$ cat src/rtl/serial_add_ctrl_pkg.sv
// ============================================================================
// Module      : serial_add_ctrl_pkg
// Description : Shared state encodings and parameter legality helper for the
//               serial adder/subtractor controller.
// Revision    : 1.0 - initial release
// ============================================================================
`default_nettype none

package serial_add_ctrl_pkg;

    typedef logic [1:0] state_t;

    localparam logic [1:0] ST_IDLE = 2'd0;
    localparam logic [1:0] ST_RUN  = 2'd1;
    localparam logic [1:0] ST_DONE = 2'd2;

    // The datapath consumes two bits per step, so the operand width must split evenly.
    function automatic bit width_is_legal(input int w);
        return (w >= 2) && ((w % 2) == 0);
    endfunction

endpackage

`default_nettype wire

$ cat src/rtl/serial_add_ctrl_fa2_slice.sv
// ============================================================================
// Module      : fa2_slice
// Description : Two-bit ripple full-adder slice; exposes the internal carry
//               into bit 1 so the controller can derive signed overflow.
// Revision    : 1.0 - initial release
// ============================================================================
`default_nettype none

module fa2_slice (
    input  logic [1:0] a,
    input  logic [1:0] b,
    input  logic       cin,
    output logic [1:0] s,
    output logic       c_mid,
    output logic       c_out
);

    always_comb begin
        s[0]  = a[0] ^ b[0] ^ cin;
        c_mid = (a[0] & b[0]) | (a[0] & cin) | (b[0] & cin);
        s[1]  = a[1] ^ b[1] ^ c_mid;
        c_out = (a[1] & b[1]) | (a[1] & c_mid) | (b[1] & c_mid);
    end

endmodule

`default_nettype wire

$ cat src/rtl/serial_add_ctrl.sv
// ============================================================================
// Module      : serial_add_ctrl
// Description : Multi-cycle add/subtract controller driving one shared 2-bit
//               adder slice, LSB first, with valid/ready on both sides.
// Revision    : 1.0 - initial release
// ============================================================================
`default_nettype none

module serial_add_ctrl
    import serial_add_ctrl_pkg::*;
#(
    parameter int WIDTH = 16
) (
    input  logic             clk,
    input  logic             rst_n,
    input  logic             in_valid,
    output logic             in_ready,
    input  logic [WIDTH-1:0] a,
    input  logic [WIDTH-1:0] b,
    input  logic             cin,
    input  logic             sub,
    output logic             out_valid,
    input  logic             out_ready,
    output logic [WIDTH-1:0] sum,
    output logic             cout,
    output logic             ovf
);

    localparam int             STEPS    = WIDTH / 2;
    localparam int             CNT_W    = (STEPS > 1) ? $clog2(STEPS) : 1;
    localparam logic [CNT_W-1:0] CNT_LAST = CNT_W'(STEPS - 1);
    localparam logic [CNT_W-1:0] CNT_ONE  = CNT_W'(1);

    generate
        if (!width_is_legal(WIDTH)) begin : g_bad_width
            $error("serial_add_ctrl: WIDTH must be even and >= 2");
        end
    endgenerate

    state_t             r_state;
    logic [WIDTH-1:0]   r_a;
    logic [WIDTH-1:0]   r_b;
    logic [WIDTH-1:0]   r_res;
    logic               r_carry;
    logic [CNT_W-1:0]   r_cnt;
    logic [WIDTH-1:0]   r_sum;
    logic               r_cout;
    logic               r_ovf;

    logic [1:0]         w_s;
    logic               w_c_mid;
    logic               w_c_out;
    logic [WIDTH-1:0]   w_res_next;
    logic               w_last_step;

    fa2_slice u_slice (
        .a     (r_a[1:0]),
        .b     (r_b[1:0]),
        .cin   (r_carry),
        .s     (w_s),
        .c_mid (w_c_mid),
        .c_out (w_c_out)
    );

    // Result bits enter at the top so that after STEPS shifts bit 0 lands at the bottom.
    generate
        if (WIDTH == 2) begin : g_res_narrow
            assign w_res_next = w_s;
        end else begin : g_res_wide
            assign w_res_next = {w_s, r_res[WIDTH-1:2]};
        end
    endgenerate

    assign w_last_step = (r_cnt == '0);

    always_ff @(posedge clk or negedge rst_n) begin
        if (!rst_n) begin
            r_state <= ST_IDLE;
            r_a     <= '0;
            r_b     <= '0;
            r_res   <= '0;
            r_carry <= 1'b0;
            r_cnt   <= '0;
            r_sum   <= '0;
            r_cout  <= 1'b0;
            r_ovf   <= 1'b0;
        end else begin
            case (r_state)
                ST_IDLE: begin
                    if (in_valid) begin
                        // Subtraction is a + ~b + 1: invert b here and seed the carry with 1.
                        r_a     <= a;
                        r_b     <= sub ? ~b : b;
                        r_carry <= sub ? 1'b1 : cin;
                        r_cnt   <= CNT_LAST;
                        r_state <= ST_RUN;
                    end
                end
                ST_RUN: begin
                    r_a     <= r_a >> 2;
                    r_b     <= r_b >> 2;
                    r_res   <= w_res_next;
                    r_carry <= w_c_out;
                    r_cnt   <= r_cnt - CNT_ONE;
                    if (w_last_step) begin
                        // On the MSB slice c_mid is the carry into bit WIDTH-1.
                        r_sum   <= w_res_next;
                        r_cout  <= w_c_out;
                        r_ovf   <= w_c_mid ^ w_c_out;
                        r_state <= ST_DONE;
                    end
                end
                ST_DONE: begin
                    if (out_ready) begin
                        r_state <= ST_IDLE;
                    end
                end
                default: begin
                    r_state <= ST_IDLE;
                end
            endcase
        end
    end

    assign in_ready  = (r_state == ST_IDLE);
    assign out_valid = (r_state == ST_DONE);
    assign sum       = r_sum;
    assign cout      = r_cout;
    assign ovf       = r_ovf;

endmodule

`default_nettype wire

$ cat config.mk
export PLATFORM = sky130hd
export DESIGN_NAME = serial_add_ctrl
export DESIGN_NICKNAME = d
export VERILOG_FILES = /design/src/rtl/serial_add_ctrl_pkg.sv /design/src/rtl/serial_add_ctrl_fa2_slice.sv /design/src/rtl/serial_add_ctrl.sv
export SDC_FILE = /design/constraint.sdc
export NUM_CORES = 1
export LEC_CHECK = 0
export CORE_ASPECT_RATIO = 1.1
export CORE_MARGIN = 3
export CORE_UTILIZATION = 35
export CTS_CLUSTER_DIAMETER = 150
export CTS_CLUSTER_SIZE = 12
export DETAILED_ROUTE_END_ITERATION = 16
export GPL_ROUTABILITY_DRIVEN = 0
export PLACE_DENSITY = 0.64
export SLEW_MARGIN = 20
export SYNTH_ARGS = -nofsm -noshare
export SYNTH_HDL_FRONTEND = slang
export SYNTH_SLANG_ARGS = --single-unit
$ cat constraint.sdc
create_clock -name clk -period 4.3 [get_ports clk]
set_input_delay 0.86 -clock clk [delete_from_list [all_inputs] [get_ports clk]]
set_output_delay 0.86 -clock clk [all_outputs]
set_load 0.02 [all_outputs]
Word level (Yosys, flattened, before mapping) --
Cells that the tools add are included.
Storage, ports and cells: bits in registers 72, output and inout port bits 20, word-level logic and storage cells 51
Cells by class: $add $sub $neg 1, eq/ne operators 5, mux-type cells 14, bitwise operators 16, reduce and logical (&&, ||, !) cells 6
Operators with widths (number):
- 16-bit case mux with 2 select lines | 2
- 16-bit 2-to-1 mux | 3
- 16-bit inverter | 1
- 1-bit bitwise AND | 6
- 2-bit 2-to-1 mux | 3
- 2-bit case mux with 3 select lines | 1
- 3-bit case mux with 2 select lines | 1
- 1-bit bitwise XOR | 5
- 2-bit inequality test (second input constant) | 2
- 1-bit OR | 4
- 2-bit AND reduction | 2
- 3-bit zero test | 1
- 3-bit 2-to-1 mux | 1
- 3-bit AND reduction | 1
- 3-bit by 1-bit subtractor with 3-bit output (second input constant) | 1
- 2-bit by 1-bit equality test with 1-bit output (second input constant) | 1
- 2-bit equality test (second input constant) | 1
- 2-bit zero test | 1
- 1-bit 2-to-1 mux | 2
- 2-bit by 1-bit inequality test with 1-bit output (second input constant) | 1
- 1-bit case mux with 2 select lines | 1
- 2-bit nonzero test | 1

Longest topological paths before layout --
word-level depth 7, gate-level depth with buffers 7

Modules after synthesis --
A second synthesis with hierarchy kept.
Second synthesis, totals: cell total of the unflattened synthesis 294, area total of the unflattened synthesis 3340.7 sq um
By module, submodules not included:
- serial_add_ctrl | instances 1, cells an instance 283, area each 3266.9 sq um
- fa2_slice | instances 1, cells an instance 11, area each 73.8 sq um

Worst setup path after synthesis --
OpenSTA, ideal clock, no wires.
path type register -> output, start point register r_state[1], end point output port in_ready, arrival 1043 ps, setup slack 2397 ps, stages on the path, launching flop included 4, cells stage by stage dfrtp_1 buf_2 clkbuf_1 nor2_1
Between the ends: cells in the longest elaborated chain, start to end 1
RTL lines:
- from (decl) | RTL line serial_add_ctrl.sv:40 | state_t r_state;
- from (signal assigned) | RTL line serial_add_ctrl.sv:78 | r_state <= ST_IDLE;
- from (signal assigned) | RTL line serial_add_ctrl.sv:96 | r_state <= ST_RUN;
- from (signal assigned) | RTL line serial_add_ctrl.sv:110 | r_state <= ST_DONE;
- 2-bit zero test | RTL line serial_add_ctrl.sv:125 | assign in_ready = (r_state == ST_IDLE);
- to (decl) | RTL line serial_add_ctrl.sv:17 | output logic in_ready,
No other way between the ends.

Worst setup path after layout --
start point register r_state[1], end point output port out_valid
Between the ends: cells in the longest elaborated chain, start to end 1
RTL lines:
- 2-bit equality test | RTL line serial_add_ctrl.sv:126 | assign out_valid = (r_state == ST_DONE);
- to (decl) | RTL line serial_add_ctrl.sv:22 | output logic out_valid,
No other way between the ends.

==> out/qor.yml <==
global_routing:
  grt_pass1_wl_mm: 12.19
  track_usage_pct: 14.08
  grt_max_degree: 28
  antenna_found_initial: 0
  grt_overflow_total: 0
  grt_pass1_vias: 2520
setup_path:
  r2r_setup_slack_ns: 1.84
  slowest_delay_ns: 0.89
  r2r_start: "r_state[0]"
  critical_path_required_ns: 3.44
  worst_r2r_path_depth: 5
  crit_path_top_delay_cell: "dfrtp_1"
  startpoint: "r_state[1]"
  path_cells: "nand2b_1 > inv_1 > clkdlybuf4s50_1"
  crit_family: "flip-flops"
  path_depth: 3
  crit_path_end_kind: "output port"
  start_kind: "register"
  crit_arrival_ns: 2.10
  path_buf_inv: 2
  critPathMaxFanout: 24
  crit_type: "reg -> out"
worst_hold_path:
  hold_depth: 2
  worstHoldStart: "r_res[2]"
  hp-class: "reg -> reg"
cts:
  cts_buffer_depth: 2
  clock-root-buffer: "clkbuf_8"
  cts_buffers: 9
  clk_latency_ns: 0.34
  cts_hold_repair.buffers: 0
  cts_sinks: 70
  cts_setup_buffers: 0
  ctsResizeCount: 0
  htree_levels: 3
  cts.reportedPaths.clkPinSlew_ns: 0.08
  tritoncts: "done"
detailed_routing:
  post_drt_wl_per_cell_um: 14.44
  drt_iter0_drc: 122
  vias: 2485
  drc: 0
  via_per_inst: 5.082
  antenna_left: 0
  dr.pass1.iters: 4
  wl_mm: 7.062
pwr:
  p_int_mw: 1.683
  swShare_pct: 36.66
  comb_power_share_pct: 37.7
  p_switching_mw: 0.9742
  vdd_drop_max_mv: 0.2302
  power.total_mw: 2.658
  p_leak_nw: 1.792
  seqPwrFrac_pct: 42.6
  clkPwrFrac_pct: 19.8
  powerDensity_nw_per_um2: 640.6
synth:
  synth_seq_area_share_pct: 52.77
  netlist_area_um2: 3319
  synthCells: 322
  synth_flop_cell: "dfrtp_1"
  synth_edf_count: 0
  synth.avg_cell_area_um2: 10.31
  synth.distinct_cells: 30
  ys_warn_count: 0
  syn_nets: 364
  synth-async-reset-ratio_pct: 100.0
  ys_ff_latch: 70
layout:
  layout_common_cells: "dfrtp_1 (70), clkdlybuf4s50_1 (56), nand2_1 (51), o21ai_0 (27), a22oi_1 (21)"
  final_common_cell: "dfrtp_1"
  final-seq-area_um2: 1752
  diodes: 0
  fillers: 870
  drive_above_1_share_pct: 12.00
  fin_nets: 412
  multiInputGateArea_um2: 1371
  area_delta_synth_final_pct: 24.99
die:
  die_area_um2: 10690
  core_um2: 9054
  rows: 36
  die_y_um: 108.1
  ios: 58
  die_w_um: 98.86
  initial_core_util_pct: 36.66
timing:
  final.setup.tns_ns: 0
  hold_violations: 0
  tightest_slew_ns: 0.9048
  setup_slack_ns: 1.337
  finClkSkew_ns: 0.007419
  slew_headroom_pct: 39.49
  grt_setup_unrepaired: "no"
  drv_slew: 0
  min_period_ns: 2.963
  setup_viol_count_final: 0
  fin_crit_sh_pct: 68.90
  fmax_ghz: 0.3375
placement:
  io_buffers: 57
  dp_hpwl_mm: 4.773
  post-place-ws_ns: 1.544
flow_run:
  maxCapViolCount: 0
status:
  status: "complete, no violations"
-- Yosys cell counts, types with 9 or more instances --
| cell type | n | share of area (%) |
|---|---|---|
| dfrtp_1 | 70 | 53 |
| nand2_1 | 51 | 5.8 |
| o21ai_0 | 27 | 4.1 |
| a22oi_1 | 21 | 4.7 |
| inv_1 | 18 | 2.0 |
| nor2b_1 | 18 | 3.4 |
| a21oi_1 | 17 | 2.6 |
| xnor2_1 | 15 | 4.0 |
| mux2_2 | 14 | 4.7 |
| buf_2 | 13 | 2.0 |
| clkbuf_1 | 10 | 1.1 |
| o32ai_1 | 9 | 2.4 |
-- final timing paths --
| kind | end |
|---|---|
| worst max-delay path | out_valid |
| worst min-delay path | r_res[2] |
| worst max register to register | r_b[2] |
| worst min register to register | r_res[2] |
| max in group asynchronous | r_b[10] |
| min in group asynchronous | sum[2] |
-- registers in the layout, indices dropped and copies added (netlist names) --
| name | cells |
|---|---|
| r_a | 16 |
| r_b | 16 |
| sum | 16 |
| r_res | 14 |
| r_cnt | 3 |
| r_state | 2 |
| cout | 1 |
| ovf | 1 |
| r_carry | 1 |
-- power groups by stage --
stage	registers [mW]	clock network, mW	logic (mW)
global placement	1.13	0	0.989
global route	1.17	0.572	1.12
CTS	1.13	0.541	1.02
finish	1.13	0.525	1.00
detailed placement	1.14	0	1.02
floorplan	1.16	0	0.639
-- final cells by class --
cell class | instances | share of cell area (%)
sequential | 70 | 42.22
multi-input combinational | 207 | 33.05
timing repair buffer | 64 | 14.90
tap | 114 | 3.438
clock buffer | 9 | 2.986
clock inverter | 7 | 1.779
inverter | 18 | 1.628
-- through the flow --
step / hold WS (ns) / area [um^2] / instances / util (%)
floorplan: 0.4418 / 3319 / 322 / -
global route: 0.5277 / 4149 / 489 / 45.83
finish: 0.4840 / 4149 / 489 / 45.83
CTS: 0.4891 / 4144 / 489 / 45.77
detailed placement: 0.4683 / 3946 / 473 / 43.59
global placement: 0.4573 / 3946 / 473 / 43.59
-- worst reg2reg max path: stages, from the launching register on --
cell and delay [ns]:
dfrtp_1 0.66, buf_4 0.35, nor2b_2 0.70, buf_4 0.41, a22oi_1 0.12, o211ai_1 0.14
-- metal layers --
| metal | up-vias | global-route usage (%) | part of all wire [%] |
|---|---|---|---|
| met2 | 55 | 21.79 | 45 |
| met4 | 0 | 4.878 | 1.2 |
| li1 | 1210 | - | - |
| met5 | - | 0 | 0 |
| met1 | 1211 | 19.19 | 49 |
| met3 | 9 | 3.677 | 5.0 |
-- logic make-up (layout without fill, tap and decap cells) --
family                     after synthesis  count (layout)  share of synthesized area [%]
AOI/OAI and AO/OA                       92              92                          18.77
and+or+nand+nor                         80              80                          11.12
DFF                                     70              70                          52.77
muxes                                   14              14                          4.749
xor gates and xnor gates                17              17                          4.486
adders and majority gates                4               4                          1.960
buffers and inverters                   45              98                          6.144
Power figures use the tool's default switching activity.
